**config.mk**
```make
export PLATFORM = sky130hd
export DESIGN_NAME = hpdcache_refill_victim_ctrl
export DESIGN_NICKNAME = d
export VERILOG_FILES = /design/src/rtl/hpdcache_refill_victim_ctrl_pkg.sv /design/src/rtl/hpdcache_refill_victim_ctrl.sv
export SDC_FILE = /design/constraint.sdc
export NUM_CORES = 1
export LEC_CHECK = 0
export BUFFER_PORTS_ARGS = -buffer_cell sky130_fd_sc_hd__buf_2
export CAP_MARGIN = 20
export CORE_AREA = 2 2 40 42
export DETAILED_ROUTE_END_ITERATION = 10
export DIE_AREA = 0 0 42 44
export PLACE_DENSITY = 0.77
export SYNTH_ARGS = -nofsm -noshare
export SYNTH_HDL_FRONTEND = slang
export SYNTH_SLANG_ARGS = --single-unit
```
**constraint.sdc**
```tcl
create_clock -name clk_i -period 2.4 [get_ports clk_i]
set_clock_uncertainty 0.05 [all_clocks]
set_input_delay 0.48 -clock clk_i [delete_from_list [all_inputs] [get_ports clk_i]]
set_output_delay 0.48 -clock clk_i [all_outputs]
set_load 0.01 [all_outputs]
```
**src/rtl/hpdcache_refill_victim_ctrl_pkg.sv**
```systemverilog
// Shared types for the refill victim controller: cache configuration record
// and constants used when sizing the way vector.
package hpdcache_refill_victim_ctrl_pkg;

    typedef struct packed {
        int unsigned sets;
        int unsigned ways;
    } hpdcache_user_cfg_t;

    typedef struct packed {
        hpdcache_user_cfg_t u;
    } hpdcache_cfg_t;

    localparam int unsigned HPDCACHE_SINGLE_WAY = 32'd1;

endpackage

```
**src/rtl/hpdcache_refill_victim_ctrl.sv**
```systemverilog
// Refill allocation sequencer: reads the set state, asks the selector for a
// victim, writes back a dirty victim if needed, then installs the new tag.
module hpdcache_refill_victim_ctrl
    import hpdcache_refill_victim_ctrl_pkg::*;
#(
    parameter hpdcache_cfg_t hpdcacheCfg = '0,
    parameter type hpdcache_set_t        = logic,
    parameter type hpdcache_tag_t        = logic,
    parameter type hpdcache_way_vector_t = logic
) (
    input  logic                 clk_i,
    input  logic                 rst_ni,
    input  logic                 req_valid_i,
    output logic                 req_ready_o,
    input  hpdcache_set_t        req_set_i,
    input  hpdcache_tag_t        req_tag_i,
    output logic                 dir_rd_o,
    output hpdcache_set_t        dir_rd_set_o,
    input  hpdcache_way_vector_t dir_valid_i,
    input  hpdcache_way_vector_t dir_dirty_i,
    output logic                 repl_o,
    output hpdcache_set_t        repl_set_o,
    output hpdcache_way_vector_t repl_dir_valid_o,
    output logic                 repl_updt_o,
    input  hpdcache_way_vector_t victim_way_i,
    output logic                 evict_valid_o,
    input  logic                 evict_ready_i,
    output hpdcache_set_t        evict_set_o,
    output hpdcache_way_vector_t evict_way_o,
    output logic                 dir_wr_o,
    input  logic                 dir_wr_gnt_i,
    output hpdcache_set_t        dir_wr_set_o,
    output hpdcache_way_vector_t dir_wr_way_o,
    output hpdcache_tag_t        dir_wr_tag_o,
    output logic                 done_o,
    output hpdcache_way_vector_t done_way_o,
    output logic                 busy_o
);

    typedef enum logic [2:0] {
        IDLE   = 3'd0,
        DIR_RD = 3'd1,
        SELECT = 3'd2,
        EVICT  = 3'd3,
        DIR_WR = 3'd4
    } state_e;

    localparam hpdcache_way_vector_t WAY0 = hpdcache_way_vector_t'(1'b1);

    state_e               r_state;
    logic                 r_req_ready;
    logic                 r_dir_rd;
    logic                 r_repl;
    logic                 r_evict;
    logic                 r_dir_wr;
    logic                 r_busy;
    hpdcache_set_t        r_set;
    hpdcache_tag_t        r_tag;
    hpdcache_way_vector_t r_victim;

    hpdcache_way_vector_t w_victim;
    logic                 w_victim_dirty;

    // A single-way cache has no choice to make, so the selector is bypassed.
    assign w_victim       = (hpdcacheCfg.u.ways == HPDCACHE_SINGLE_WAY) ? WAY0 : victim_way_i;
    assign w_victim_dirty = |(w_victim & dir_valid_i & dir_dirty_i);

    // Allocation sequencer with registered strobes.
    always_ff @(posedge clk_i) begin
        if (!rst_ni) begin
            r_state     <= IDLE;
            r_req_ready <= 1'b1;
            r_dir_rd    <= 1'b0;
            r_repl      <= 1'b0;
            r_evict     <= 1'b0;
            r_dir_wr    <= 1'b0;
            r_busy      <= 1'b0;
            r_set       <= '0;
            r_tag       <= '0;
            r_victim    <= '0;
        end else begin
            case (r_state)
                IDLE: begin
                    if (req_valid_i) begin
                        r_state     <= DIR_RD;
                        r_req_ready <= 1'b0;
                        r_busy      <= 1'b1;
                        r_dir_rd    <= 1'b1;
                        r_set       <= req_set_i;
                        r_tag       <= req_tag_i;
                    end
                end
                DIR_RD: begin
                    r_state  <= SELECT;
                    r_dir_rd <= 1'b0;
                    r_repl   <= 1'b1;
                end
                SELECT: begin
                    r_repl   <= 1'b0;
                    r_victim <= w_victim;
                    if (w_victim_dirty) begin
                        r_state <= EVICT;
                        r_evict <= 1'b1;
                    end else begin
                        r_state  <= DIR_WR;
                        r_dir_wr <= 1'b1;
                    end
                end
                EVICT: begin
                    if (evict_ready_i) begin
                        r_state  <= DIR_WR;
                        r_evict  <= 1'b0;
                        r_dir_wr <= 1'b1;
                    end
                end
                DIR_WR: begin
                    if (dir_wr_gnt_i) begin
                        r_state     <= IDLE;
                        r_dir_wr    <= 1'b0;
                        r_busy      <= 1'b0;
                        r_req_ready <= 1'b1;
                    end
                end
                default: begin
                    r_state     <= IDLE;
                    r_req_ready <= 1'b1;
                    r_dir_rd    <= 1'b0;
                    r_repl      <= 1'b0;
                    r_evict     <= 1'b0;
                    r_dir_wr    <= 1'b0;
                    r_busy      <= 1'b0;
                end
            endcase
        end
    end

    // Outgoing requests are cut by reset in the same cycle so a reset never
    // leaves a half-granted writeback or tag write behind.
    assign req_ready_o      = r_req_ready;
    assign busy_o           = r_busy;
    assign dir_rd_o         = r_dir_rd;
    assign dir_rd_set_o     = r_dir_rd ? r_set : '0;
    assign repl_o           = r_repl;
    assign repl_updt_o      = r_repl;
    assign repl_set_o       = r_repl ? r_set : '0;
    assign repl_dir_valid_o = r_repl ? dir_valid_i : '0;
    assign evict_valid_o    = r_evict & rst_ni;
    assign evict_set_o      = evict_valid_o ? r_set : '0;
    assign evict_way_o      = evict_valid_o ? r_victim : '0;
    assign dir_wr_o         = r_dir_wr & rst_ni;
    assign dir_wr_set_o     = dir_wr_o ? r_set : '0;
    assign dir_wr_way_o     = dir_wr_o ? r_victim : '0;
    assign dir_wr_tag_o     = dir_wr_o ? r_tag : '0;
    assign done_o           = dir_wr_o & dir_wr_gnt_i;
    assign done_way_o       = done_o ? r_victim : '0;

`ifndef HPDCACHE_ASSERT_OFF
    victim_onehot_a: assert property (@(posedge clk_i) disable iff (!rst_ni)
        (r_state == SELECT && hpdcacheCfg.u.ways > HPDCACHE_SINGLE_WAY) |-> $onehot(victim_way_i));

    req_stable_a: assert property (@(posedge clk_i) disable iff (!rst_ni)
        (req_valid_i && !req_ready_o) |=>
            (!req_valid_i || ($stable(req_set_i) && $stable(req_tag_i))));
`endif

endmodule

```
==> results of run 1 <==
[per-layer routing]
layer,vias to the layer above,track usage (%)
met5,-,0
met4,0,5.81
met3,2,3.75
met2,15,28.4
met1,282,19.1
li1,318,-
[metrics by stage]
step                power [µW]  instances  worst slack (ns)
floorplan                  350         76             0.778
global placement           382        112             0.718
detailed placement         387        112             0.709
CTS                        544        116             0.690
global route               573        116             0.605
finish                     537        116             0.698
[area by class of cell]
cell class,instances,area [µm²]
repair buffers,26,130
multi-input cells,58,378
clock buffers,4,36.3
well taps,16,20.0
fillers,128,614
flip-flops and latches,12,240
[worst max path at each step]
stage	from	endpoint	slack, ns	depth (start not counted)
final	rst_ni	done_way_o	0.70	4
after detailed placement	rst_ni	done_way_o	0.71	4
after CTS	rst_ni	done_way_o	0.69	4
after global routing	rst_ni	done_way_o	0.60	4
after floorplan	rst_ni	done_way_o	0.78	3
after global placement	rst_ni	done_way_o	0.72	4
[cell usage after synthesis (all sizes together)]
| cell | number | area [µm²] |
|---|---|---|
| nor3 | 2 | 15.0 |
| and3 | 6 | 37.5 |
| mux2i | 2 | 20.0 |
| nand2 | 3 | 11.3 |
| a211oi | 1 | 7.51 |
| or4b | 1 | 13.8 |
| nor3b | 1 | 7.51 |
| a21oi | 2 | 10.0 |
| o311a | 1 | 10.0 |
| nand3 | 2 | 10.0 |
| a22oi | 2 | 15.0 |
| o31ai | 1 | 7.51 |
| clkbuf | 2 | 7.51 |
| and2 | 6 | 37.5 |
| nand2b | 4 | 25.0 |
| nor2 | 6 | 22.5 |
| buf | 4 | 25.0 |
| o21a | 3 | 22.5 |
| o211a | 1 | 10.0 |
| nor2b | 6 | 37.5 |
| o21ai | 4 | 23.8 |
| o211ai | 1 | 7.51 |
| dfxtp | 12 | 240 |
| o221a | 1 | 11.3 |
| a21boi | 2 | 15.0 |
[placed cells by master (no fill, tap or decap)]
master	instances
o311a_1	1
a211oi_1	1
nor3b_1	1
and2_1	6
o31ai_1	1
nor2_1	6
a21boi_0	1
nand2b_1	4
nand3_1	2
a21oi_1	2
clkbuf_4	3
o211ai_1	1
nor2b_1	6
o21a_1	3
or4b_4	1
nand2_1	3
a21boi_1	1
dfxtp_1	12
nor3_2	1
o211a_1	1
o221a_2	1
o21ai_2	1
clkbuf_8	1
buf_2	26
and3_1	6
nor3_1	1
mux2i_1	2
o21ai_0	3
a22oi_1	2
[power groups by stage]
stage | Sequential, µW | Clock (µW) | Combinational [µW]
floorplan | 251 | 0 | 98.8
global placement | 265 | 0 | 118
detailed placement | 266 | 0 | 121
CTS | 261 | 161 | 122
global route | 267 | 170 | 135
finish | 260 | 157 | 119
[critical path, delay by kind of cell]
| kind | cells | cell delay (ns) |
|---|---|---|
| AND/OR/NAND/NOR | 2 | 0.33 |
| buffers and inverters | 2 | 0.37 |
[kinds of logic after synthesis]
group	share of synthesized area (%)
AND/OR/NAND/NOR	33.5
buffers and inverters	5.00
flip-flops	36.9
multiplexers	3.08
AO/OA/AOI/OAI	21.5
==> flow_summary.ini, run 1 <==
[timing]
rsz0062_at_grt = false
worstMarginPinSlew_ns = 0.474
tns_ns = 0
min_period_ns = 1.70
slew-limit-headroom_pct = 68.4
slew_violations = 0
fin_crit_sh_pct = 70.9
whs_ns = 0.410
fmax_mhz = 587
finalSetupViolCount = 0
report.final.hold_viol_count = 0

[worst_setup_path]
worstRegToRegCells = 4
cpPeakStageDelay_ns = 0.25
cp_common_cell = buf_2
crit_arrival_ns = 1.17
crit_chain = buf_2, and3_1, and2_1, buf_2
worstReg2RegEnd = r_evict
cp_max_fo = 20
cp-end-kind = output pin
crit_slowest_cell = buf_2
critPathRequiredTime_ns = 1.87
r2r_setup_slack_ns = 0.91
timing_worst_setup_path_type = in2out
rr_startpoint = r_state[0]
cp-start-kind = input pin

[route]
dr.first_iter.drc_count = 12
wl_met1_um = 612
wl_met2_um = 649
via_per_inst = 5.32
wl_mm = 1.35
wl_met3_um = 73
drt-wirelength-per-cell_um = 11.6
drc = 0
antenna_left = 0
firstDrtPassIters = 3
routed.top_layer = met4
num_vias = 617

[floorplan]
pin_count = 27
die_area_um2 = 1850
rows = 14
die_y_um = 44
dieWidth_um = 42
core_region_area_um2 = 1420
start_util_pct = 45.9

[power_and_ir_drop]
p_seq_share_pct = 48.5
p_int_uw = 376
pwr-share-clk_pct = 29.3
worst_ir_drop_vdd_v = 0.000324
power_density_nw_per_um2 = 668
p_leak_uw = 0.000404
p_sw_uw = 161
swShare_pct = 30.0
comb_power_share_pct = 22.2

[yosys]
yosys_register_bits = 12
yosysUniqueCellTypes = 29
syn_area_um2 = 651
syn_area_per_cell_um2 = 8.56
yosysWarningCount = 0
syn-num-nets = 86
yosysSeqAreaShare_pct = 36.9
syn_inst = 76

[hold_path]
min_from = victim_way_i
hold_end = r_victim
holdPathStages = 3
min_path_type = in2reg

[clocking]
clk_path_buf_depth = 2
clk_pin_slew_ns = 0.07
clock-root-buffer = clkbuf_4
cts_setup_buffers = 0
cts_tree = yes
post_cts_resized = 0
clk-insertion-delay-late_ns = 0.26
cts_hold_buf = 0
cts_buffers = 3
htree_levels = 1
clock_sinks = 12

[layout]
final_area_um2 = 805
largest-register = r_state
drive_gt1_share_pct = 34.0
final_nets = 111
largest_reg_flops = 3
n_antenna_cell = 0
fin_util_pct = 56.7
syn2layout_area_growth_pct = 23.7

[place]
gp_congestion = 0.794
postPlaceCellArea_um2 = 768
io_buffers = 26
dp_hpwl_mm = 1.02

[run]
maxCapViolCount = 0

[run_status]
status = finished, final reports clean

[global_route]
grt_pass1_wl_mm = 2.26
grt_start_max_net_pins = 21
antenna_found_initial = 0
grt.overflow.total = 0
grt_usage_pct = 16.1
grt_pass1_vias = 535
Power figures use the tool's default switching activity.
==> run 2: changes to the inputs <==
--- a/config.mk
+++ b/config.mk
@@ -7,10 +7,10 @@
 export LEC_CHECK = 0
 export BUFFER_PORTS_ARGS = -buffer_cell sky130_fd_sc_hd__buf_2
 export CAP_MARGIN = 20
-export CORE_AREA = 2 2 40 42
+export CORE_AREA = 2 2 43 45
 export DETAILED_ROUTE_END_ITERATION = 10
-export DIE_AREA = 0 0 42 44
-export PLACE_DENSITY = 0.77
+export DIE_AREA = 0 0 45 47
+export PLACE_DENSITY = 0.71
 export SYNTH_ARGS = -nofsm -noshare
 export SYNTH_HDL_FRONTEND = slang
 export SYNTH_SLANG_ARGS = --single-unit
==> constraint.sdc (replaced) <==
create_clock -name clk_i -period 1.4 [get_ports clk_i]
set_clock_uncertainty 0.05 [all_clocks]
set_input_delay 0.28 -clock clk_i [delete_from_list [all_inputs] [get_ports clk_i]]
set_output_delay 0.28 -clock clk_i [all_outputs]
set_load 0.01 [all_outputs]
==> run 2 against run 1 <==
Effect of this change:
- sequential share of layout area decreased by 2.8 points
- flip-flop and latch count unchanged
- die area increased by 14%
- sequential power increased by 63%
- wire length increased by 22%
- total power increased by 86%
- combinational power increased by 150%
- clock-buffer cell count unchanged
- worst hold slack got worse by 0.22 ns
==> flow_summary.ini, run 2 (synthesized netlist as in run 1, its figures left out) <==
[worst_setup_path]
cp_max_fo = 2
timing_worst_setup_path_type = reg2out
cp-start-kind = register
critPathBufInv = 1
critPathTopFamily = flip-flops
crit_arrival_ns = 1.06
crit_slowest_cell = dfxtp_4
cp-end-kind = output pin
cpPeakStageDelay_ns = 0.37
critPathRequiredTime_ns = 1.07
crit_chain = and3_4, and2_4, buf_6

[clocking]
clock-root-buffer = clkbuf_4
cts_tree = yes
htree_levels = 1
clock_sinks = 12
cts_buffers = 3
clk_pin_slew_ns = 0.08
clk_path_buf_depth = 2
clk-insertion-delay-late_ns = 0.28

[layout]
final_cells = 123
n_antenna_cell = 0
final_common_cell = buf_2
final_area_um2 = 902
most-common-layout-cells = buf_2, dfxtp_1, nor2_1, nor2b_1
drive_gt1_share_pct = 43.4
largest-register = r_state
largest_reg_flops = 3
final_nets = 117
syn2layout_area_growth_pct = 38.7

[place]
io_buffers = 26
dpl.cell_count = 118
gp_congestion = 0.852
dp_hpwl_mm = 1.10
postPlaceCellArea_um2 = 807

[run_status]
status = finished, final reports clean

[timing]
finalSetupViolCount = 0
fin_crit_sh_pct = 99.0
tns_ns = 0
fmax_mhz = 721
slew_violations = 0
slew-limit-headroom_pct = 79.7
rsz0062_at_grt = true
worstMarginPinSlew_ns = 0.303
report.final.hold_viol_count = 0
min_period_ns = 1.39

[global_route]
grt_usage_pct = 17.3
grt_pass1_vias = 603
grt_pass1_wl_mm = 2.64
antenna_found_initial = 0
grt.overflow.total = 0
grt_start_max_net_pins = 14

[route]
drt-wirelength-per-cell_um = 13.4
wl_mm = 1.64
firstDrtPassIters = 4
via_per_inst = 5.48
dr.first_iter.drc_count = 18
drc = 0
antenna_left = 0
num_vias = 674

[power_and_ir_drop]
finalPower_uw = 1000
p_leak_uw = 0.000433
worst_ir_drop_vdd_v = 0.000535
power_density_nw_per_um2 = 1110

[floorplan]
rows = 15
pin_count = 27
die_y_um = 47
core_region_area_um2 = 1650
dieWidth_um = 45
start_util_pct = 39.4
die_area_um2 = 2120

[run]
maxCapViolCount = 0

[hold_path]
min_path_type = in2reg
## run 2: cell types whose count changed in the layout (fill, tap and decap cells not counted), sizes merged
| cell | delta |
|---|---|
| buf | +6 |
## run 2: metrics by stage
step	hold WS (ns)	util, %	setup WS (ns)
CTS	0.190	52.5	0.00877
detailed placement	0.447	48.9	0.0411
global placement	0.435	48.9	0.0623
finish	0.190	54.6	0.0135
global route	0.226	54.6	-0.00658
floorplan	0.365	-	0.0644
## run 2: final cells by class
| cell class | instances | area [µm²] |
|---|---|---|
| fill | 147 | 749 |
| tap | 17 | 21.3 |
| multi-input combinational | 58 | 400 |
| timing repair buffer | 32 | 200 |
| sequential | 12 | 244 |
| clock buffer | 4 | 36.3 |
## run 2: report_power, final
part	switching [µW]	total (µW)	leakage, µW	internal (µW)
registers	37.7	423	0.0000993	385
clock network	126	284	0.0000210	158
logic	150	294	0.000313	144
total	313	1000	0.000433	688
## run 2: timing repair
action / in CTS / in global routing
gates resized for setup: 2 / 7
setup endpoints to repair: 1 / 4
setup buffers: 1 / 0
hold buffers: 0 / 0
## run 2: per-layer routing
metal	routed length [µm]	vias up	GRT usage [%]	share of wire, %
li1	-	332	-	-
met1	716	318	22.7	44
met2	831	22	27.1	51
met3	80	2	2.31	4.9
met4	15	0	10.6	0.91
met5	0	-	0	0
## run 2: final timing paths
kind / from / endpoint / slack, ns / cells past startpoint
worst max-delay path: r_dir_wr / done_way_o / 0.01 / 3
worst min-delay path: victim_way_i / r_victim / 0.19 / 3
worst max register to register: r_state[0] / r_dir_wr / 0.07 / 4
worst min register to register: r_victim / r_victim / 0.46 / 2
## run 2: worst min-delay path, cell delays in order
cell	delay (ns)
buf_2	0.10
nand2_1	0.05
a21boi_1	0.04
